==> src/rtl/tcdm_scrub_scheduler.sv <==
// Round-robin scrub trigger sequencer with saturating ECC error counters and a sticky IRQ.
// Optional access-error statistics are built when TCDM_SCRUB_ECC_STATS_EN is defined.
module tcdm_scrub_scheduler #(
   parameter int NbBanks       = 16,
   parameter int IntervalWidth = 16,
   parameter int CntWidth      = 16
) (
   input  logic                       clk_i,
   input  logic                       rst_i,
   input  logic                       enable_i,
   input  logic [IntervalWidth-1:0]   interval_i,
   input  logic [NbBanks-1:0]         bank_mask_i,
   input  logic                       clear_i,
   output logic [NbBanks-1:0]         scrub_trigger_o,
   input  logic [NbBanks-1:0]         scrub_fix_i,
   input  logic [NbBanks-1:0]         scrub_uncorrectable_i,
   input  logic [NbBanks-1:0]         ecc_single_error_i,
   input  logic [NbBanks-1:0]         ecc_multiple_error_i,
   output logic [CntWidth-1:0]        fix_count_o,
   output logic [CntWidth-1:0]        uncorr_count_o,
   output logic [CntWidth-1:0]        single_err_count_o,
   output logic [CntWidth-1:0]        multi_err_count_o,
   output logic [$clog2(NbBanks)-1:0] last_uncorr_bank_o,
   output logic                       irq_o
);

   localparam int PtrW = $clog2(NbBanks);
   localparam int PcW  = $clog2(NbBanks + 1);

   typedef enum logic [1:0] {S_IDLE, S_WAIT, S_TRIG} state_t;

   function automatic logic [PcW-1:0] popcount(input logic [NbBanks-1:0] v);
      logic [PcW-1:0] c;
      c = '0;
      for (int i = 0; i < NbBanks; i++) c = c + PcW'(v[i]);
      return c;
   endfunction

   function automatic logic [CntWidth-1:0] sat_add(input logic [CntWidth-1:0] cnt,
                                                   input logic [PcW-1:0]      pc);
      logic [CntWidth:0] sum;
      sum = {1'b0, cnt} + (CntWidth+1)'(pc);
      return sum[CntWidth] ? '1 : sum[CntWidth-1:0];
   endfunction

   function automatic logic [PtrW-1:0] lowest_idx(input logic [NbBanks-1:0] v);
      logic [PtrW-1:0] idx;
      idx = '0;
      for (int i = NbBanks - 1; i >= 0; i--) if (v[i]) idx = PtrW'(i);
      return idx;
   endfunction

   state_t                   r_state, w_state_nxt;
   logic [IntervalWidth-1:0] r_cnt;
   logic [PtrW-1:0]          r_ptr;
   logic [NbBanks-1:0]       r_trig;
   logic                     w_load, w_dec, w_fire;
   logic [PtrW-1:0]          w_hi_idx, w_wrap_idx, w_sel, w_ptr_nxt;
   logic                     w_hi_found;

   // Bank selection: lowest eligible index at or above ptr, else wrap to lowest eligible.
   always_comb begin
      w_hi_idx   = '0;
      w_wrap_idx = '0;
      w_hi_found = 1'b0;
      for (int i = NbBanks - 1; i >= 0; i--) begin
         if (bank_mask_i[i]) begin
            w_wrap_idx = PtrW'(i);
            if (i >= int'(r_ptr)) begin
               w_hi_idx   = PtrW'(i);
               w_hi_found = 1'b1;
            end
         end
      end
      w_sel     = w_hi_found ? w_hi_idx : w_wrap_idx;
      w_ptr_nxt = (w_sel == PtrW'(NbBanks - 1)) ? '0 : w_sel + PtrW'(1);
   end

   always_comb begin
      w_state_nxt = r_state;
      w_load      = 1'b0;
      w_dec       = 1'b0;
      w_fire      = 1'b0;
      case (r_state)
         S_IDLE: begin
            if (enable_i) begin
               w_state_nxt = S_WAIT;
               w_load      = 1'b1;
            end
         end
         S_WAIT: begin
            if (!enable_i) begin
               w_state_nxt = S_IDLE;
            end else if (r_cnt != '0) begin
               w_dec = 1'b1;
            end else begin
               w_state_nxt = S_TRIG;
               w_fire      = |bank_mask_i;
            end
         end
         S_TRIG: begin
            w_load      = 1'b1;
            w_state_nxt = enable_i ? S_WAIT : S_IDLE;
         end
         default: w_state_nxt = S_IDLE;
      endcase
   end

   always_ff @(posedge clk_i) begin
      if (rst_i) begin
         r_state <= S_IDLE;
         r_cnt   <= '0;
         r_ptr   <= '0;
         r_trig  <= '0;
      end else begin
         r_state <= w_state_nxt;
         if (w_load)     r_cnt <= interval_i;
         else if (w_dec) r_cnt <= r_cnt - IntervalWidth'(1);
         r_trig <= w_fire ? ({{(NbBanks-1){1'b0}}, 1'b1} << w_sel) : '0;
         if (w_fire) r_ptr <= w_ptr_nxt;
      end
   end

   assign scrub_trigger_o = r_trig;

   logic [NbBanks-1:0]  w_err_vec;
   logic [CntWidth-1:0] r_fix_cnt, r_uncorr_cnt;
   logic [PtrW-1:0]     r_last_bank;
   logic                r_irq;

`ifdef TCDM_SCRUB_ECC_STATS_EN
   logic [CntWidth-1:0] r_single_cnt, r_multi_cnt;

   assign w_err_vec = scrub_uncorrectable_i | ecc_multiple_error_i;

   always_ff @(posedge clk_i) begin
      if (rst_i || clear_i) begin
         r_single_cnt <= '0;
         r_multi_cnt  <= '0;
      end else begin
         r_single_cnt <= sat_add(r_single_cnt, popcount(ecc_single_error_i));
         r_multi_cnt  <= sat_add(r_multi_cnt, popcount(ecc_multiple_error_i));
      end
   end

   assign single_err_count_o = r_single_cnt;
   assign multi_err_count_o  = r_multi_cnt;
`else
   logic w_unused_ecc;

   assign w_unused_ecc       = ^{ecc_single_error_i, ecc_multiple_error_i};
   assign w_err_vec          = scrub_uncorrectable_i;
   assign single_err_count_o = '0;
   assign multi_err_count_o  = '0;
`endif

   // A new error wins over a same-cycle clear so no event is lost.
   always_ff @(posedge clk_i) begin
      if (rst_i) begin
         r_fix_cnt    <= '0;
         r_uncorr_cnt <= '0;
         r_last_bank  <= '0;
         r_irq        <= 1'b0;
      end else begin
         if (clear_i) begin
            r_fix_cnt    <= '0;
            r_uncorr_cnt <= '0;
         end else begin
            r_fix_cnt    <= sat_add(r_fix_cnt, popcount(scrub_fix_i));
            r_uncorr_cnt <= sat_add(r_uncorr_cnt, popcount(scrub_uncorrectable_i));
         end
         if (|w_err_vec) begin
            r_irq       <= 1'b1;
            r_last_bank <= lowest_idx(w_err_vec);
         end else if (clear_i) begin
            r_irq <= 1'b0;
         end
      end
   end

   assign fix_count_o        = r_fix_cnt;
   assign uncorr_count_o     = r_uncorr_cnt;
   assign last_uncorr_bank_o = r_last_bank;
   assign irq_o              = r_irq;

endmodule
==> config.mk <==
export PLATFORM = sky130hd
export DESIGN_NAME = tcdm_scrub_scheduler
export DESIGN_NICKNAME = d
export VERILOG_FILES = /design/src/rtl/tcdm_scrub_scheduler.sv
export SDC_FILE = /design/constraint.sdc
export NUM_CORES = 1
export LEC_CHECK = 0
export ABC_AREA = 1
export ABC_CLOCK_PERIOD_IN_PS = 4600
export CAP_MARGIN = 20
export CORE_ASPECT_RATIO = 0.8
export CORE_MARGIN = 2
export CORE_UTILIZATION = 40
export DETAILED_ROUTE_END_ITERATION = 12
export PLACE_DENSITY = 0.76
export REMOVE_ABC_BUFFERS = 1
export SYNTH_ARGS = -nofsm -noshare
export SYNTH_HDL_FRONTEND = slang
export SYNTH_SLANG_ARGS = --single-unit
==> constraint.sdc <==
create_clock -name clk_i -period 4.6 [get_ports clk_i]
set_input_delay 0.69 -clock clk_i [delete_from_list [all_inputs] [get_ports clk_i]]
set_output_delay 0.69 -clock clk_i [all_outputs]
set_load 0.1 [all_outputs]
# ---- Word-level counts from Yosys, hierarchy flattened
# Index checks and enable logic that the tools add are counted.
dict set report word_totals {
  regBits 75
  input_bits 100
  output_inout_bits 85
  elab_cells 187
}
dict set report op_classes {
  add_sub_neg 34
  order_cmp 15
  n_eq_ne 5
  shifts 1
  mux 114
  n_bitwise 1
  reduce_logical 9
}
# cell n
set op_table {}
lappend op_table {{$mux W4} 64}
lappend op_table {{$add A5 B1 Y5} 22}
lappend op_table {{$mux W16} 4}
lappend op_table {{$mux W1} 41}
lappend op_table {{$add A16 B5 Y17} 2}
lappend op_table {{$reduce_or A16 Y1} 2}
lappend op_table {{$ge A4 B4 Y1 const A} 7}
lappend op_table {{$ge A3 B4 Y1 const A} 4}
lappend op_table {{$reduce_bool A16 Y1} 1}
lappend op_table {{$shl A1 B4 Y16 const A} 1}
lappend op_table {{$sub A16 B1 Y16 const B} 1}
lappend op_table {{$add A4 B1 Y5} 2}
lappend op_table {{$add A3 B1 Y4} 2}
lappend op_table {{$ge A1 B4 Y1 const A} 2}
lappend op_table {{$ge A2 B4 Y1 const A} 2}
lappend op_table {{$add A2 B1 Y3} 2}
lappend op_table {{$mux W2} 3}
lappend op_table {{$pmux W2 S3} 1}
lappend op_table {{$add A1 B1 Y2} 2}
lappend op_table {{$add A4 B1 Y4 const B} 1}
lappend op_table {{$eq A4 B4 Y1 const B} 1}
lappend op_table {{$reduce_bool A2 Y1} 2}
lappend op_table {{$reduce_or A2 Y1} 2}
lappend op_table {{$ne A3 B3 Y1 const B} 1}
lappend op_table {{other kinds (7)} 7}

# ---- Longest topological paths before layout
# Gate-level depths: netlist of the first run.
dict set report logic_depth {
  word_depth 34
  depth_mapped 23
  mapped_depth_nobuf 23
}

# ---- Least setup slack after synthesis of the first run
# No wires, ideal clock.
dict set report synth_path {
  path_type {in2reg}
  startpoint {in scrub_uncorrectable_i[0]}
  endpoint {reg r_uncorr_cnt[11] (netlist: uncorr_count_o[11])}
  setup_time_ns 0.058
  arrival_time_ns 4.523
  required_time_ns 4.542
  slack_ns 0.019
  path_stages 18
  n_path_buf 0
  cell_sequence {fa_1 > inv_1 > fa_1 > fa_1 > fa_1 > inv_1 > fa_1 > fa_1 > nand3_1 > nand2_1 > nand2_1 > a21oi_1 > nand3_1 > nor3_1 > nand2_1 > nor4_4 > o21ai_0 > inv_1}
}
dict set report synth_via {
  elab_chain_cells 17
}
# item line
set synth_rtl {}
lappend synth_rtl {{start, declared} 16} ;# input logic [NbBanks-1:0] scrub_uncorrectable_i,
lappend synth_rtl {{$add A1 B1 Y2} 35} ;# for (int i = 0; i < NbBanks; i++) c = c + PcW'(v[i]);
lappend synth_rtl {{$add A2 B1 Y3} 35}
lappend synth_rtl {{$add A3 B1 Y4} 35}
lappend synth_rtl {{$add A4 B1 Y5} 35}
lappend synth_rtl {{$add A5 B1 Y5 (11 in a row)} 35}
lappend synth_rtl {{$add A16 B5 Y17} 42} ;# sum = {1'b0, cnt} + (CntWidth+1)'(pc);
lappend synth_rtl {{$mux W16} 43} ;# return sum[CntWidth] ? '1 : sum[CntWidth-1:0];
lappend synth_rtl {{end signal, assigned} 170} ;# r_uncorr_cnt <= sat_add(r_uncorr_cnt, popcount(scrub_uncorrectable_i));
lappend synth_rtl {{end, declared} 127} ;# logic [CntWidth-1:0] r_fix_cnt, r_uncorr_cnt;
# No other way between the ends.
# A chain may end at the register's enable or synchronous reset.

# ---- Worst setup path in the final report of the first run
dict set report layout_path {
  startpoint {in scrub_fix_i[3]}
  endpoint {reg r_fix_cnt[14] (netlist: fix_count_o[14])}
}
dict set report layout_via {
  elab_chain_cells 15
}
# item line
set layout_rtl {}
lappend layout_rtl {{start, declared} 15} ;# input logic [NbBanks-1:0] scrub_fix_i,
lappend layout_rtl {{$add A3 B1 Y4} 35}
lappend layout_rtl {{$add A4 B1 Y5} 35}
lappend layout_rtl {{$add A5 B1 Y5 (11 in a row)} 35}
lappend layout_rtl {{$add A16 B5 Y17} 42}
lappend layout_rtl {{$mux W16} 43}
lappend layout_rtl {{end signal, assigned} 169} ;# r_fix_cnt <= sat_add(r_fix_cnt, popcount(scrub_fix_i));
lappend layout_rtl {{end, declared} 127}
# No other way between the ends.

==> flow_summary.yaml, run 1 <==
setup_path:
  crit_family: "adder cells"
  cp_data_arrival_time_ns: 4.62
  slowest_delay_ns: 0.54
  worst_setup_path_end_kind: "register"
  cp_num_buf_inv: 5
  crit_required_ns: 4.77
  critPathMaxFanout: 2
  r2r_slack_ns: 0.87
  crit_path_cell_trace: "dlygate4sd2_1 > fa_1 > inv_2 > fa_1 > fa_1 > fa_1 > inv_1 > fa_2 > fa_2 > a31oi_4 > nor2_2 > nor2_1 > nor3_2 > nand2_1 > inv_2 > buf_6 > a31oi_4 > a311oi_1"
  slowest_stage: "fa_1"
  crit_top_cell: "fa_1"
  crit_type: "primary input to register"
  startpoint_type: "primary input"
cts:
  cts_tree: "yes"
  cts.reportedPaths.clkPinSlew_ns: 0.06
  cts-root-buf: "clkbuf_16"
  cts_sinks: 75
  htree_levels: 3
  cts_buffer_depth: 2
  worstSkewPairLatency_ns: 0.33
  numCtsBuffers: 9
sta:
  finalWorstSetupSlack_ns: 0.1547
  max_slew.worst_pin.slew_ns: 1.009
  max_freq_mhz: 225.0
  finalSetupViolCount: 0
  holdWs_ns: 0.4672
  finalCritPeriodShare: 0.9664
  finClkSkew_ns: 0.007399
  relSlewSlack: 0.3250
  hold_viol: 0
  layout_min_cycle_time_ns: 4.445
  slew_violations: 0
min_path:
  hold_path_class: "register to register"
synth:
  ys_ff_latch: 75
  synth_warnings: 0
  ys_seq_area_frac: 0.2887
  avgSynthCellArea_sq_um: 7.378
  synth_cell_types: 49
  netlist_area_sq_um: 5201
  syn-instance-count: 705
finish:
  finalInstanceArea_sq_um: 7159
  diodes: 0
  final_layout_size_suffix_gt1_frac: 0.1361
  final_net_count: 1010
  final_cell_mix: "108 x inv_1, 108 x nand2_1, 102 x clkdlybuf4s50_1"
  area_growth_pct: 37.65
placed_design:
  gp_congestion: 0.8586
  hpwl_um: 9782
  portBuffers: 120
  place_ws_ns: -0.6781
  placed_area_sq_um: 6658
floorplan:
  rows: 37
  die_w_um: 131.5
  fp.dieH_um: 106.0
  core_area_sq_um: 12780
  io_pins: 185
  start_util: 0.4071
  dieArea_sq_um: 13940
power:
  power_density_nw_per_um2: 419.6
  power_mw: 3.004
  ir_worst_vdd_mv: 0.5903
  leakagePower_nw: 3.220
global_route:
  track_usage: 0.1829
  use_met3: 0.03624
  grt_antenna_before_repair: 0
  grt_pass1_vias: 4535
  use_met1: 0.2498
  grt_overflow: 0
  grtUsageMet2: 0.3055
  busiest_layer: "met2"
  grt_pass1_wl_um: 21260
  grt_max_degree: 25
drt:
  drt_iter0_drc: 275
  drt-pass1-iter-count: 5
  ant_nets: 0
  finalWirelength_um: 12780
  drc: 0
  post_drt_wl_per_cell_um: 12.27
  routed_via_density: 4.657
  num_vias: 4853
outcome:
  status: "finished clean"
flow_run:
  drv_cap: 0
[where the power goes]
group / internal [mW] / total [mW] / switching, mW / leakage, nW
registers: 0.695 / 0.728 / 0.0333 / 0.610
clock network: 0.533 / 0.812 / 0.279 / 0.163
logic: 0.614 / 1.46 / 0.850 / 2.45
total: 1.84 / 3.00 / 1.16 / 3.22
[worst reg2reg max path: cells and delay by family, from the launching register on]
family | cells | cell delay, ns
compound gates | 3 | 0.37
fa+ha+maj | 5 | 2.25
buf+inv | 4 | 0.28
flops | 1 | 0.33
simple gates | 4 | 0.35
[registers in the layout, indices dropped and copies added (netlist names)]
| register | count |
|---|---|
| uncorr_count_o | 16 |
| last_uncorr_bank_o | 4 |
| fix_count_o | 16 |
| r_ptr | 4 |
| scrub_trigger_o | 16 |
| r_cnt | 16 |
| r_state | 2 |
| irq_o | 1 |
[Yosys cell counts (all sizes together)]
| library cell | count | area share |
|---|---|---|
| a211oi | 6 | 0.0087 |
| a21oi | 49 | 0.048 |
| a311oi | 1 | 0.0017 |
| a31oi | 10 | 0.012 |
| a32oi | 1 | 0.0017 |
| and2 | 1 | 0.0012 |
| and3 | 1 | 0.0012 |
| buf | 35 | 0.050 |
| clkbuf | 8 | 0.0058 |
| conb | 1 | 0.00072 |
| dfxtp | 75 | 0.29 |
| fa | 24 | 0.092 |
| ha | 24 | 0.058 |
| inv | 123 | 0.089 |
| nand2 | 114 | 0.084 |
| nand3 | 36 | 0.039 |
| nand4 | 4 | 0.0048 |
| nor2 | 80 | 0.065 |
| nor3 | 15 | 0.016 |
| nor3b | 1 | 0.0024 |
| nor4 | 11 | 0.019 |
| o2111ai | 2 | 0.0034 |
| o211ai | 4 | 0.0067 |
| o21a | 2 | 0.0043 |
| o21ai | 41 | 0.039 |
| o21bai | 2 | 0.0029 |
| o22ai | 2 | 0.0024 |
| o311ai | 2 | 0.0034 |
| o31ai | 2 | 0.0029 |
| or2 | 2 | 0.0024 |
| or4 | 2 | 0.0029 |
| xnor2 | 8 | 0.013 |
| xor2 | 16 | 0.027 |
[metal layers]
| layer | vias up | wire length (um) |
|---|---|---|
| li1 | 2528 | - |
| met2 | 103 | 6009 |
| met3 | 7 | 510 |
| met4 | 0 | 72 |
| met1 | 2215 | 6189 |
| met5 | - | 0 |
[metrics by stage]
step	TNS, ns	cells	util
detailed placement	-17.92	1016	0.5211
CTS	0	1040	0.5552
global route	-0.003858	1042	0.5603
global placement	-16.54	1016	0.5211
floorplan	0	693	-
finish	0	1042	0.5603
[repair_timing]
item                       CTS  global route
setup endpoints to repair   32            32
buffers inserted             8             3
resized for setup           47            23
hold endpoints to repair     0             0
hold buffers                 0             0
pin swaps                   29            25
[logic make-up (layout without fill, tap and decap cells)]
kind of cell	count (synthesis)	count (layout)	synth area share
flops	75	75	0.2887
compound gates	124	124	0.1374
xor+xnor	24	24	0.04041
other cells	1	32	0.0007210
fa+ha+maj	48	48	0.1501
buf+inv	166	297	0.1446
simple gates	267	267	0.2382
[worst paths after layout]
kind                                      startpoint                                 end  cells after the start
setup / recovery                      scrub_fix_i[3]          fix_count_o[14]$_SDFF_PP0_                     18
hold / removal    last_uncorr_bank_o[3]$_SDFFE_PP0P_  last_uncorr_bank_o[3]$_SDFFE_PP0P_                      2
setup reg to reg           fix_count_o[0]$_SDFF_PP0_          fix_count_o[14]$_SDFF_PP0_                     16
hold reg to reg   last_uncorr_bank_o[3]$_SDFFE_PP0P_  last_uncorr_bank_o[3]$_SDFFE_PP0P_                      2
[area by class of cell]
type / count / area (sq um)
fill: 1222 / 5618
multi-input combinational: 495 / 3167
sequential: 75 / 1501
timing repair buffer: 158 / 1463
inverter: 123 / 461.7
clock buffer: 9 / 225.2
tap: 175 / 219.0
clock inverter: 7 / 122.6
No activity file was read; power rests on OpenSTA's default activity.
==> inputs of run 2 (changes only) <==
--- a/config.mk
+++ b/config.mk
@@ -9,10 +9,11 @@
 export ABC_CLOCK_PERIOD_IN_PS = 4600
 export CAP_MARGIN = 20
 export CORE_ASPECT_RATIO = 0.8
-export CORE_MARGIN = 2
-export CORE_UTILIZATION = 40
+export CORE_MARGIN = 5
+export CORE_UTILIZATION = 42
 export DETAILED_ROUTE_END_ITERATION = 12
-export PLACE_DENSITY = 0.76
+export GPL_ROUTABILITY_DRIVEN = 0
+export PLACE_DENSITY = 0.8
 export REMOVE_ABC_BUFFERS = 1
 export SYNTH_ARGS = -nofsm -noshare
 export SYNTH_HDL_FRONTEND = slang
==> run 2 against run 1 <==
Compared with the run above:
- critical path depth is 1 higher
- power is 1.4% higher
- cell area grew 0.65%
- clock skew down 0.0018 ns
- global-route usage down 0.60 points
- setup slack worse by 0.051 ns
- clock power increased by 8.0%
- sequential share of layout area fell by 0.13 points
==> flow_summary.yaml, run 2 (same netlist as run 1, synthesis figures left out) <==
setup_path:
  crit_cells: 19
  crit_type: "primary input to register"
  r2r_cells: 17
  cp_num_buf_inv: 5
  crit_family: "adder cells"
  crit_path_cell_trace: "dlygate4sd2_1 > inv_1 > fa_1 > fa_1 > fa_1 > fa_1 > inv_1 > fa_2 > buf_4 > nand3_1 > and2_1 > o21ai_2 > nand3_2 > nor3_2 > and3_1 > nand3_1 > xor2_1 > o21ai_1 > inv_1"
  r2r_slack_ns: 0.85
  startpoint_type: "primary input"
  crit_required_ns: 4.82
  slowest_delay_ns: 0.51
  cp_data_arrival_time_ns: 4.72
  slowest_stage: "fa_1"
  critPathMaxFanout: 3
  worst_setup_path_end_kind: "register"
  crit_top_cell: "fa_1"
floorplan:
  start_util: 0.4277
  dieArea_sq_um: 14720
  rows: 36
  fp.dieH_um: 109.5
  die_w_um: 134.4
  core_area_sq_um: 12160
  io_pins: 185
global_route:
  grt_pass1_vias: 4415
  grt_max_degree: 25
  grt_antenna_before_repair: 0
  grt_pass1_wl_um: 21250
  track_usage: 0.1768
  grt_overflow: 0
power:
  swShare: 0.3768
  pwr-share-comb: 0.473
  power_switching_mw: 1.147
  leakagePower_nw: 3.270
  power.share.clock: 0.288
  ir_worst_vdd_mv: 0.4908
  power_density_nw_per_um2: 422.6
  p_int_mw: 1.898
  pwr-share-seq: 0.239
cts:
  htree_levels: 3
  worstSkewPairLatency_ns: 0.33
  cts.reportedPaths.clkPinSlew_ns: 0.06
  numCtsBuffers: 9
  cts-root-buf: "clkbuf_16"
  cts_buffer_depth: 2
  cts_sinks: 75
  cts_tree: "yes"
drt:
  drt-pass1-iter-count: 4
  ant_nets: 0
  post_drt_wl_per_cell_um: 13.08
  drc: 0
  num_vias: 4889
  drt_iter0_drc: 238
  finalWirelength_um: 13340
  routed_via_density: 4.793
outcome:
  status: "finished clean"
sta:
  relSlewSlack: 0.3256
  layout_min_cycle_time_ns: 4.496
  finalCritPeriodShare: 0.9774
  hold_viol: 0
  slew_violations: 0
  max_freq_mhz: 222.4
  finalSetupViolCount: 0
  finalWorstSetupSlack_ns: 0.1039
  finClkSkew_ns: 0.005604
  max_slew.worst_pin.slew_ns: 1.008
finish:
  area_growth_pct: 38.54
  final_layout_size_suffix_gt1_frac: 0.1396
  final_cell_mix: "111 x inv_1, 109 x nand2_1, 102 x clkdlybuf4s50_1"
  final_net_count: 1010
  post-route-util: 0.5925
  layout_commonest_cell: "inv_1"
placed_design:
  hpwl_um: 10250
  portBuffers: 120
  place_ws_ns: -0.7629
min_path:
  hold_path_class: "register to register"
  holdPathStages: 2
flow_run:
  drv_cap: 0
run 2: changes by cell type in the layout (fill, tap and decap cells not counted), sizes merged:
cell	change
clkinv	+1
inv	-2
clkbuf	+1
diode	+1
bufinv	+1
clkinvlp	-1
dlygate4sd2	+5
clkdlybuf4s15	-5
run 2: path summary, 6_finish.rpt:
| check | from | to |
|---|---|---|
| worst max-delay path | scrub_uncorrectable_i[5] | uncorr_count_o[15]$_SDFF_PP0_ |
| worst min-delay path | last_uncorr_bank_o[1]$_SDFFE_PP0P_ | last_uncorr_bank_o[1]$_SDFFE_PP0P_ |
| worst min register to register | last_uncorr_bank_o[1]$_SDFFE_PP0P_ | last_uncorr_bank_o[1]$_SDFFE_PP0P_ |
| worst max register to register | uncorr_count_o[0]$_SDFF_PP0_ | uncorr_count_o[15]$_SDFF_PP0_ |
run 2: final cells by class:
cell class | instances | area (sq um)
fill | 1108 | 4956
multi-input combinational | 495 | 3214
sequential | 75 | 1501
timing repair buffer | 158 | 1458
inverter | 123 | 464.2
clock buffer | 10 | 239.0
tap | 152 | 190.2
clock inverter | 6 | 136.4
antenna | 1 | 2.502
run 2: what timing repair did:
| item | 4_1_cts | 5_1_grt |
|---|---|---|
| hold endpoints to repair | 0 | 0 |
| hold buffers | 0 | 0 |
| endpoints found under the setup margin | 32 | 32 |
| setup buffers | 9 | 1 |
| pin swaps | 23 | 22 |
| resized for setup | 44 | 31 |
run 2: worst register-to-register path: stages (launching register included):
cell and delay [ns]:
dfxtp_1 0.34, inv_1 0.06, fa_1 0.55, fa_1 0.42
fa_1 0.43, inv_1 0.08, fa_2 0.21, buf_4 0.10
nand3_1 0.06, and2_1 0.19, o21ai_2 0.16, nand3_2 0.12
nor3_2 0.27, and3_1 0.24, nand3_1 0.09, xor2_1 0.15
o21ai_1 0.12, inv_1 0.05
run 2: power groups by stage:
stage          clock network, mW  logic, mW  registers (mW)
2_1_floorplan                  0      0.779           0.911
3_3_place_gp                   0       1.30           0.741
3_5_place_dp                   0       1.34           0.741
4_1_cts                    0.897       1.44           0.727
5_1_grt                    0.924       1.60           0.734
6_report                   0.877       1.44           0.727
run 2: metal layers:
layer | wire [um] | GRT usage | up-vias | part of all wire
met5 | 0 | 0 | - | 0
met3 | 711 | 0.04163 | 12 | 0.053
li1 | - | - | 2524 | -
met1 | 6220 | 0.2439 | 2243 | 0.47
met4 | 114 | 0.04070 | 0 | 0.0085
met2 | 6292 | 0.2834 | 110 | 0.47
run 2: through the flow:
stage          instance area [sq um]  setup TNS, ns  hold WS [ns]  power, mW  instances
2_1_floorplan                   5027              0        0.4478      1.691        693
3_3_place_gp                    6629         -16.44        0.4557      2.046        993
3_5_place_dp                    6629         -18.92        0.4616      2.077        993
4_1_cts                         7131              0        0.4708      3.061       1018
5_1_grt                         7203        -0.3192        0.4954      3.253       1019
6_report                        7206              0        0.4651      3.045       1020
